--- src/rtl/alu_pkg.sv ---
// Shared ALU control encodings, MIPS opcode/func constants and immediate extension helpers.
// The ALU_OPERAND_VSHIFT_EN macro, consumed by alu_op_decode, enables sllv/srlv/srav.
package alu_pkg;

    typedef enum logic [3:0] {
        AluAdd     = 4'd0,
        AluSub     = 4'd1,
        AluAnd     = 4'd2,
        AluOr      = 4'd3,
        AluXor     = 4'd4,
        AluNor     = 4'd5,
        AluSlt     = 4'd6,
        AluSltu    = 4'd7,
        AluSll     = 4'd8,
        AluSrl     = 4'd9,
        AluSra     = 4'd10,
        AluInvalid = 4'd15
    } alu_op_e;

    // Operand-select code from the decoder to the top-level muxes
    typedef enum logic [2:0] {
        SelRegs,
        SelShamt,
        SelVshift,
        SelSext,
        SelZext,
        SelLui
    } opsel_e;

    localparam logic [5:0] OpRtype = 6'b000000;
    localparam logic [5:0] OpBeq   = 6'b000100;
    localparam logic [5:0] OpBne   = 6'b000101;
    localparam logic [5:0] OpAddi  = 6'b001000;
    localparam logic [5:0] OpAddiu = 6'b001001;
    localparam logic [5:0] OpSlti  = 6'b001010;
    localparam logic [5:0] OpSltiu = 6'b001011;
    localparam logic [5:0] OpAndi  = 6'b001100;
    localparam logic [5:0] OpOri   = 6'b001101;
    localparam logic [5:0] OpXori  = 6'b001110;
    localparam logic [5:0] OpLui   = 6'b001111;
    localparam logic [5:0] OpLw    = 6'b100011;
    localparam logic [5:0] OpSw    = 6'b101011;

    localparam logic [5:0] FnSll  = 6'b000000;
    localparam logic [5:0] FnSrl  = 6'b000010;
    localparam logic [5:0] FnSra  = 6'b000011;
    localparam logic [5:0] FnSllv = 6'b000100;
    localparam logic [5:0] FnSrlv = 6'b000110;
    localparam logic [5:0] FnSrav = 6'b000111;
    localparam logic [5:0] FnJr   = 6'b001000;
    localparam logic [5:0] FnAdd  = 6'b100000;
    localparam logic [5:0] FnAddu = 6'b100001;
    localparam logic [5:0] FnSub  = 6'b100010;
    localparam logic [5:0] FnSubu = 6'b100011;
    localparam logic [5:0] FnAnd  = 6'b100100;
    localparam logic [5:0] FnOr   = 6'b100101;
    localparam logic [5:0] FnXor  = 6'b100110;
    localparam logic [5:0] FnNor  = 6'b100111;
    localparam logic [5:0] FnSlt  = 6'b101010;
    localparam logic [5:0] FnSltu = 6'b101011;

    function automatic logic [31:0] sign_ext(input logic [15:0] imm);
        return {{16{imm[15]}}, imm};
    endfunction

    function automatic logic [31:0] zero_ext(input logic [15:0] imm);
        return {16'h0000, imm};
    endfunction

endpackage

--- src/rtl/alu_operand_ctrl_if.sv ---
// Instruction fields and register values in, ALU control and operands out.
interface alu_operand_ctrl_if;

    logic        [5:0]  opcode;
    logic        [5:0]  func;
    logic        [4:0]  shamt;
    logic        [15:0] imm;
    logic signed [31:0] reg_A;
    logic signed [31:0] reg_B;
    logic        [3:0]  alu_op;
    logic signed [31:0] selected_A;
    logic signed [31:0] selected_B;

    // master: register-read side driving the stage; slave: the operand stage itself
    modport master (
        output opcode, func, shamt, imm, reg_A, reg_B,
        input  alu_op, selected_A, selected_B
    );

    modport slave (
        input  opcode, func, shamt, imm, reg_A, reg_B,
        output alu_op, selected_A, selected_B
    );

endinterface

--- src/rtl/alu_op_decode.sv ---
// Combinational opcode/func decode to ALU operation and operand-select code.
// ALU_OPERAND_VSHIFT_EN enables sllv/srlv/srav; otherwise they decode as invalid.
module alu_op_decode
    import alu_pkg::*;
(
    input  logic [5:0] opcode,
    input  logic [5:0] func,
    output alu_op_e    alu_op,
    output opsel_e     sel
);

    always_comb begin
        alu_op = AluInvalid;
        sel    = SelRegs;
        if (opcode == OpRtype) begin
            case (func)
                FnAdd, FnAddu, FnJr: alu_op = AluAdd;
                FnSub, FnSubu:       alu_op = AluSub;
                FnAnd:               alu_op = AluAnd;
                FnOr:                alu_op = AluOr;
                FnXor:               alu_op = AluXor;
                FnNor:               alu_op = AluNor;
                FnSlt:               alu_op = AluSlt;
                FnSltu:              alu_op = AluSltu;
                FnSll: begin alu_op = AluSll; sel = SelShamt; end
                FnSrl: begin alu_op = AluSrl; sel = SelShamt; end
                FnSra: begin alu_op = AluSra; sel = SelShamt; end
`ifdef ALU_OPERAND_VSHIFT_EN
                FnSllv: begin alu_op = AluSll; sel = SelVshift; end
                FnSrlv: begin alu_op = AluSrl; sel = SelVshift; end
                FnSrav: begin alu_op = AluSra; sel = SelVshift; end
`endif
                default: alu_op = AluInvalid;
            endcase
        end else begin
            case (opcode)
                OpAddi, OpAddiu, OpLw, OpSw: begin alu_op = AluAdd;  sel = SelSext; end
                OpSlti:                      begin alu_op = AluSlt;  sel = SelSext; end
                OpSltiu:                     begin alu_op = AluSltu; sel = SelSext; end
                OpBeq, OpBne:                alu_op = AluSub;
                OpAndi:                      begin alu_op = AluAnd;  sel = SelZext; end
                OpOri:                       begin alu_op = AluOr;   sel = SelZext; end
                OpXori:                      begin alu_op = AluXor;  sel = SelZext; end
                OpLui:                       begin alu_op = AluSll;  sel = SelLui;  end
                default:                     alu_op = AluInvalid;
            endcase
        end
    end

endmodule

--- src/rtl/alu_operand_ctrl.sv ---
// Registered ALU control and operand-select stage; all outputs appear one cycle after sampling.
// Build with ALU_OPERAND_VSHIFT_EN to decode variable shifts (handled in alu_op_decode).
module alu_operand_ctrl
    import alu_pkg::*;
(
    input  logic              clk,
    input  logic              rst,
    alu_operand_ctrl_if.slave bus
);

    alu_op_e     dec_op;
    opsel_e      dec_sel;
    logic [31:0] a_d, b_d;
    logic [3:0]  alu_op_q;
    logic [31:0] a_q, b_q;

    alu_op_decode u_decode (
        .opcode (bus.opcode),
        .func   (bus.func),
        .alu_op (dec_op),
        .sel    (dec_sel)
    );

    always_comb begin
        a_d = bus.reg_A;
        b_d = bus.reg_B;
        case (dec_sel)
            SelShamt:  begin a_d = bus.reg_B; b_d = {27'd0, bus.shamt};      end
            SelVshift: begin a_d = bus.reg_B; b_d = {27'd0, bus.reg_A[4:0]}; end
            SelSext:   b_d = sign_ext(bus.imm);
            SelZext:   b_d = zero_ext(bus.imm);
            // lui shifts the zero-extended immediate left by a fixed 16
            SelLui:    begin a_d = zero_ext(bus.imm); b_d = 32'd16; end
            default:   ;
        endcase
    end

    always_ff @(posedge clk) begin
        if (rst) begin
            alu_op_q <= 4'hF;
            a_q      <= '0;
            b_q      <= '0;
        end else begin
            alu_op_q <= dec_op;
            a_q      <= a_d;
            b_q      <= b_d;
        end
    end

    assign bus.alu_op     = alu_op_q;
    assign bus.selected_A = a_q;
    assign bus.selected_B = b_q;

endmodule

--- src/flat_wrapper.sv ---
// flat-port wrapper written by rule: the top's interface ports become plain ports
module alu_operand_ctrl_flat import alu_pkg::*;
  (clk, rst, bus_opcode, bus_func, bus_shamt, bus_imm, bus_reg_A, bus_reg_B, bus_alu_op, bus_selected_A, bus_selected_B);
  alu_operand_ctrl_if bus_i ();
  input  logic clk;
  input  logic rst;
  input wire logic [$bits(bus_i.opcode)-1:0] bus_opcode;
  input wire logic [$bits(bus_i.func)-1:0] bus_func;
  input wire logic [$bits(bus_i.shamt)-1:0] bus_shamt;
  input wire logic [$bits(bus_i.imm)-1:0] bus_imm;
  input wire logic [$bits(bus_i.reg_A)-1:0] bus_reg_A;
  input wire logic [$bits(bus_i.reg_B)-1:0] bus_reg_B;
  output wire logic [$bits(bus_i.alu_op)-1:0] bus_alu_op;
  output wire logic [$bits(bus_i.selected_A)-1:0] bus_selected_A;
  output wire logic [$bits(bus_i.selected_B)-1:0] bus_selected_B;
  assign bus_i.opcode = bus_opcode;
  assign bus_i.func = bus_func;
  assign bus_i.shamt = bus_shamt;
  assign bus_i.imm = bus_imm;
  assign bus_i.reg_A = bus_reg_A;
  assign bus_i.reg_B = bus_reg_B;
  assign bus_alu_op = bus_i.alu_op;
  assign bus_selected_A = bus_i.selected_A;
  assign bus_selected_B = bus_i.selected_B;
  alu_operand_ctrl u_core (.clk(clk), .rst(rst), .bus(bus_i));
endmodule
--- config.mk ---
export PLATFORM = sky130hd
export DESIGN_NAME = alu_operand_ctrl_flat
export DESIGN_NICKNAME = d
export VERILOG_FILES = /design/src/rtl/alu_pkg.sv /design/src/rtl/alu_operand_ctrl_if.sv /design/src/rtl/alu_op_decode.sv /design/src/rtl/alu_operand_ctrl.sv /design/src/flat_wrapper.sv
export SDC_FILE = /design/constraint.sdc
export NUM_CORES = 1
export LEC_CHECK = 0
export ABC_AREA = 1
export BUFFER_PORTS_ARGS = -buffer_cell sky130_fd_sc_hd__clkbuf_2
export CELL_PAD_IN_SITES_DETAIL_PLACEMENT = 0
export CELL_PAD_IN_SITES_GLOBAL_PLACEMENT = 1
export CORE_AREA = 4 4 104 106
export CTS_CLUSTER_SIZE = 16
export DETAILED_ROUTE_END_ITERATION = 7
export DIE_AREA = 0 0 108 110
export PLACE_DENSITY = 0.86
export SLEW_MARGIN = 20
export SYNTH_ARGS = -nofsm -noshare
export SYNTH_HDL_FRONTEND = slang
export SYNTH_SLANG_ARGS = --single-unit
--- constraint.sdc ---
create_clock -name clk -period 1.9 [get_ports clk]
set_input_delay 0.475 -clock clk [delete_from_list [all_inputs] [get_ports clk]]
set_output_delay 0.475 -clock clk [all_outputs]
set_load 0.1 [all_outputs]
==> reports/qor.txt, run 1 <==
top cell type's share of synthesized area: 48.2%
Critical Path RT: 1.42 ns
# H-tree levels: 3
Min-Delay Path Class: primary input to flip-flop
worst vdd ir: 0.329 mV
Die Ht: 110 microns
Critical-path top delay cell: clkbuf_2
Initial Util: 28.9%
Mapped Avg Cell Area: 7.53 sq um
GP Congestion: 0.841
CP max stage delay: 0.46 ns
clock buffer depth: 2
# DRC: 0
leakage power total: 2.10 nW
Core Area: 0.00977 sq mm
Layout Cells excl Fill: 678
area of the die: 0.0119 sq mm
# hold bufs at CTS: 0
cts bufs inserted: 9
Synth Flop Type: dfxtp_1
area leader, netlist: dfxtp_1
GR Overflow Total: 0
pwr/cell area: 966 mW/mm^2
Synth Area in XOR/XNOR: 0%
CTS Root Cell: clkbuf_8
Max Freq: 618 MHz
I/O pins: 167
Worst Hold Slack: 0.353 ns
Resize count post-CTS: 0
initial antenna violation count: 0
FP Rows: 36
CP startpoint kind: flip-flop
Distinct cells, synth: 22
post-synthesis compound-gate area fraction: 14.6%
share of layout cells above drive strength 1: 37.2%
crit-path cells: clkbuf_2
Slew Viols, Final: 0
Crit. End Element: output port
register area share after synthesis: 48.2%
All-Layer GR Usage: 15.7%
clock tree sinks: 68
fin crit period: 1.62 ns
total power: 0.00387 W
Largest delay share family, worst path: buffers and inverters
routed vias: 3077
largest net degree at the start of global routing: 61
die width: 108 microns
DRT iter0 DRCs: 179
# diodes: 0
first-pass GRT wire length: 14500 microns
CTS tree: built
PortBufs: 166
Mapped Area: 0.00282 sq mm
MaxCap Viol Count: 0
Area Overhead vs Synth: 41.8%
Post-synth EDFFs: 0
multiplexer share of the synthesized area: 0%
Post-synth ARST share: 0%
Synth area leaders: dfxtp_1 (48%), nand2_1 (15%), a21oi_1 (9.6%)
CP Class: flip-flop to output port
vias in the first global route: 2987
Slew @ Worst Pin: 0.561 ns
final setup violation count: 0
Final Hold Viols: 0
post-CTS setup buffer count: 0
warnings from Yosys: 0
#FFs+latches synth: 68
simple-gate share of the synthesized area: 29.3%
CP max FO: 1
largest family of logic cells by synthesized area: simple AND/OR/NAND/NOR gates
Total Nets Final: 639
count leader, synth: nand2_1
Post-Syn Instances: 375
Post-synth top cells: nand2_1 (113), dfxtp_1 (68), a21oi_1 (54), nand3_1 (50), inv_1 (21)
Detail Route Antenna Nets: 0
RSZ-0062 raised after global routing: false
placed cell count: 662
final period utilization: 85.2%
Synth Area in Adders: 0%
Slew HR: 62.8%
CP Data Arrival Time: 1.14 ns
detailed placer's ending HPWL: 7030 microns
routed wire length per instance: 13.8 microns
drt total wl: 9380 microns
status: finished clean
CP bufs+invs: 1
First-pass DRT Iterations: 4
setup TNS: 0 ns
Worst-path clk slew: 0.07 ns
Via density: 4.54
Synthesized Nets: 474
through the flow:
| stage | setup slack, ns | instance area (sq um) | utilization [%] |
|---|---|---|---|
| finish | 0.282 | 4000 | 40.9 |
| global route | 0.225 | 4000 | 40.9 |
| CTS | 0.251 | 4000 | 40.9 |
| detailed placement | 0.135 | 3800 | 38.9 |
| global placement | 0.165 | 3800 | 38.9 |
| floorplan | 0.422 | 2820 | - |
logic make-up after synthesis:
group | after synthesis
AOI/OAI and AO/OA | 75
buffers and inverters | 45
DFF | 68
and+or+nand+nor | 187
where the power goes:
group,total (W),leakage (nW),switching [W],internal [W]
sequential,0.00154,0.566,0.0000253,0.00151
combinational,0.00108,1.43,0.000876,0.000208
clock,0.00124,0.102,0.000571,0.000674
total,0.00387,2.10,0.00147,0.00240
routing by layer:
layer  track usage [%]  up-vias  routed length (microns)
met5                 0        -                        0
met4              5.95        0                      113
li1                  -     1567                        -
met3              4.54        9                      750
met1              18.1     1379                     3830
met2              27.7      122                     4690
sequential cells by signal (all words and copies together) (netlist names):
| signal | count |
|---|---|
| u_core.bus.selected_A | 32 |
| u_core.bus.alu_op | 4 |
| u_core.bus.selected_B | 32 |
path summary, 6_finish.rpt:
| kind | cells after the start | from | to |
|---|---|---|---|
| setup / recovery | 1 | u_core.bus.selected_B[21]$_SDFF_PP0_ | bus_selected_B[21] |
| hold / removal | 3 | bus_reg_A[28] | u_core.bus.selected_A[28]$_SDFF_PP0_ |
final cells by class:
type | instances | area, sq um
Sequential cell | 68 | 1360
Clock buffer | 12 | 155
Clock inverter | 4 | 47.5
Inverter | 22 | 82.6
Tap cell | 133 | 166
Fill cell | 1032 | 5770
Multi-Input combinational cell | 262 | 1240
Timing Repair Buffer | 177 | 951
placed cells by master, fill, tap and decap left out, drive strengths merged:
cell type  count
clkinvlp       1
dfxtp         68
a31oi          7
bufinv         1
o21ai          3
nand2        115
buf           11
clkinv         2
a22oi          9
nand4          2
a21oi         54
o211ai         1
inv           22
nor2          19
clkbuf       178
nand3         51
o2111ai        1
worst min-delay path, stage by stage:
cell and delay [ns]:
clkbuf_2 0.08, nand2_1 0.05, a21oi_1 0.05
Power figures use the tool's default switching activity.
==> run 2, diff against run 1 <==
CORE_AREA = 4 4 101 103   (was 4 4 104 106)
DIE_AREA = 0 0 105 107   (was 0 0 108 110)
PLACE_DENSITY = 0.9   (was 0.86)
TNS_END_PERCENT = 50   (was default)
clock period = 1.97 ns   (was 1.9 ns; I/O delays follow)
==> run 2 against run 1 <==
Final cell count shrank 3.5%. Power grew 3.1%. Clock power grew 18%. Sequential power decreased by 4%. Worst setup slack improved by 0.079 ns. Combinational power fell by 4%. Worst hold slack better by 0.030 ns. Die area down 5.4%. Via count shrank 0.39%. Wire length is 2.3% lower. First-iteration DRC count decreased by 17%. Non-clock buffer count shrank 2. Largest power group unchanged. Highest routed layer unchanged.
==> reports/qor.txt, run 2 (synthesized netlist as in run 1, its figures left out) <==
CP max FO: 1
Detail Route Antenna Nets: 0
Via density: 4.69
area of the die: 0.0112 sq mm
Core Area: 0.00920 sq mm
vias in the first global route: 3093
# H-tree levels: 3
crit-path cells: clkbuf_2
Initial Util: 30.7%
GR Overflow Total: 0
Total Nets Final: 637
pwr/cell area: 999 mW/mm^2
Slew HR: 62.3%
final period utilization: 81.7%
Placed Area: 0.00373 sq mm
RSZ-0062 raised after global routing: false
most common cell after layout, fill and taps aside: clkbuf_2
DRT iter0 DRCs: 148
All-Layer GR Usage: 16.4%
hold path depth: 3
cts bufs inserted: 9
clock share of power: 36.7%
Sw Share: 35.5%
CP startpoint kind: flip-flop
Min-Delay Path Class: primary input to flip-flop
# DRC: 0
final setup violation count: 0
CTS tree: built
post-CTS setup buffer count: 0
die width: 105 microns
routed wire length per instance: 14.0 microns
Critical Path RT: 1.48 ns
Worst Hold Slack: 0.382 ns
pre-CTS WS: 0.161 ns
CP max stage delay: 0.46 ns
clock buffer depth: 2
drt total wl: 9160 microns
CTS Root Cell: clkbuf_8
status: finished clean
# fillers: 961
Internal Power: 0.00257 W
leakage power total: 2.10 nW
CP Depth: 1
most frequent cells in the layout: clkbuf_2 (166), nand2_1 (113), dfxtp_1 (68)
clock tree sinks: 68
GP Congestion: 0.827
Die Ht: 107 microns
setup TNS: 0 ns
Max Freq: 621 MHz
initial antenna violation count: 0
total power: 0.00399 W
CP Class: flip-flop to output port
first-pass GRT wire length: 15000 microns
Slew @ Worst Pin: 0.568 ns
routed vias: 3065
sequential share of power: 37.2%
Critical-path top delay cell: clkbuf_2
worst vdd ir: 0.329 mV
# hold bufs at CTS: 0
CP Data Arrival Time: 1.12 ns
Crit. End Element: output port
Slew Viols, Final: 0
Final Worst Setup Slack: 0.361 ns
CP bufs+invs: 1
PortBufs: 166
First-pass DRT Iterations: 4
I/O pins: 167
Area Overhead vs Synth: 41.4%
Final Instance Area: 0.00399 sq mm
Largest delay share family, worst path: buffers and inverters
Net Sw Power: 0.00141 W
detailed placer's ending HPWL: 6950 microns
Logic pwr share: 26.1%
MaxCap Viol Count: 0
fin crit period: 1.61 ns
share of layout cells above drive strength 1: 37.2%
Worst-path clk slew: 0.08 ns
Final Hold Viols: 0
FP Rows: 35
largest net degree at the start of global routing: 39
Resize count post-CTS: 0
# diodes: 0
run 2: cell types whose count changed in the layout (fill, tap and decap cells not counted), sizes merged:
| cell | change |
|---|---|
| clkinv | -2 |
| buf | -2 |
| bufinv | +2 |
| clkbuf | -1 |
| inv | +1 |
run 2: path summary, 6_finish.rpt:
kind	to	start	slack, ns
max	bus_selected_A[28]	u_core.bus.selected_A[28]$_SDFF_PP0_	0.36
min	u_core.bus.selected_A[22]$_SDFF_PP0_	bus_reg_A[22]	0.38
run 2: metrics by stage:
stage | cells | util (%)
3_3_place_gp | 638 | 40.6
4_1_cts | 654 | 43.4
2_1_floorplan | 375 | -
3_5_place_dp | 638 | 40.6
6_report | 654 | 43.4
5_1_grt | 654 | 43.4
run 2: power by group through the flow:
stage / logic (W) / clock network [W] / registers [W]
finish: 0.00104 / 0.00146 / 0.00148
global route: 0.00110 / 0.00157 / 0.00149
CTS: 0.00105 / 0.00149 / 0.00148
detailed placement: 0.00105 / 0 / 0.00152
global placement: 0.00104 / 0 / 0.00151
floorplan: 0.000164 / 0 / 0.00214
run 2: per-layer routing:
layer	share of wire, %	vias to the layer above	routed length (microns)	global-route usage [%]
met5	0	-	0	0
met4	1.3	0	121	5.15
met3	6.8	8	627	4.39
met2	51	111	4680	29.1
met1	41	1380	3740	19.1
li1	-	1566	-	-
run 2: area by class of cell:
class	count	area (sq um)	share of cell area [%]
flip-flops and latches	68	1360	34.1
multi-input cells	262	1240	31.0
repair buffers	175	911	22.8
clock buffers	11	151	3.79
well taps	111	139	3.48
clock inverters	5	106	2.67
inverters	22	82.6	2.07
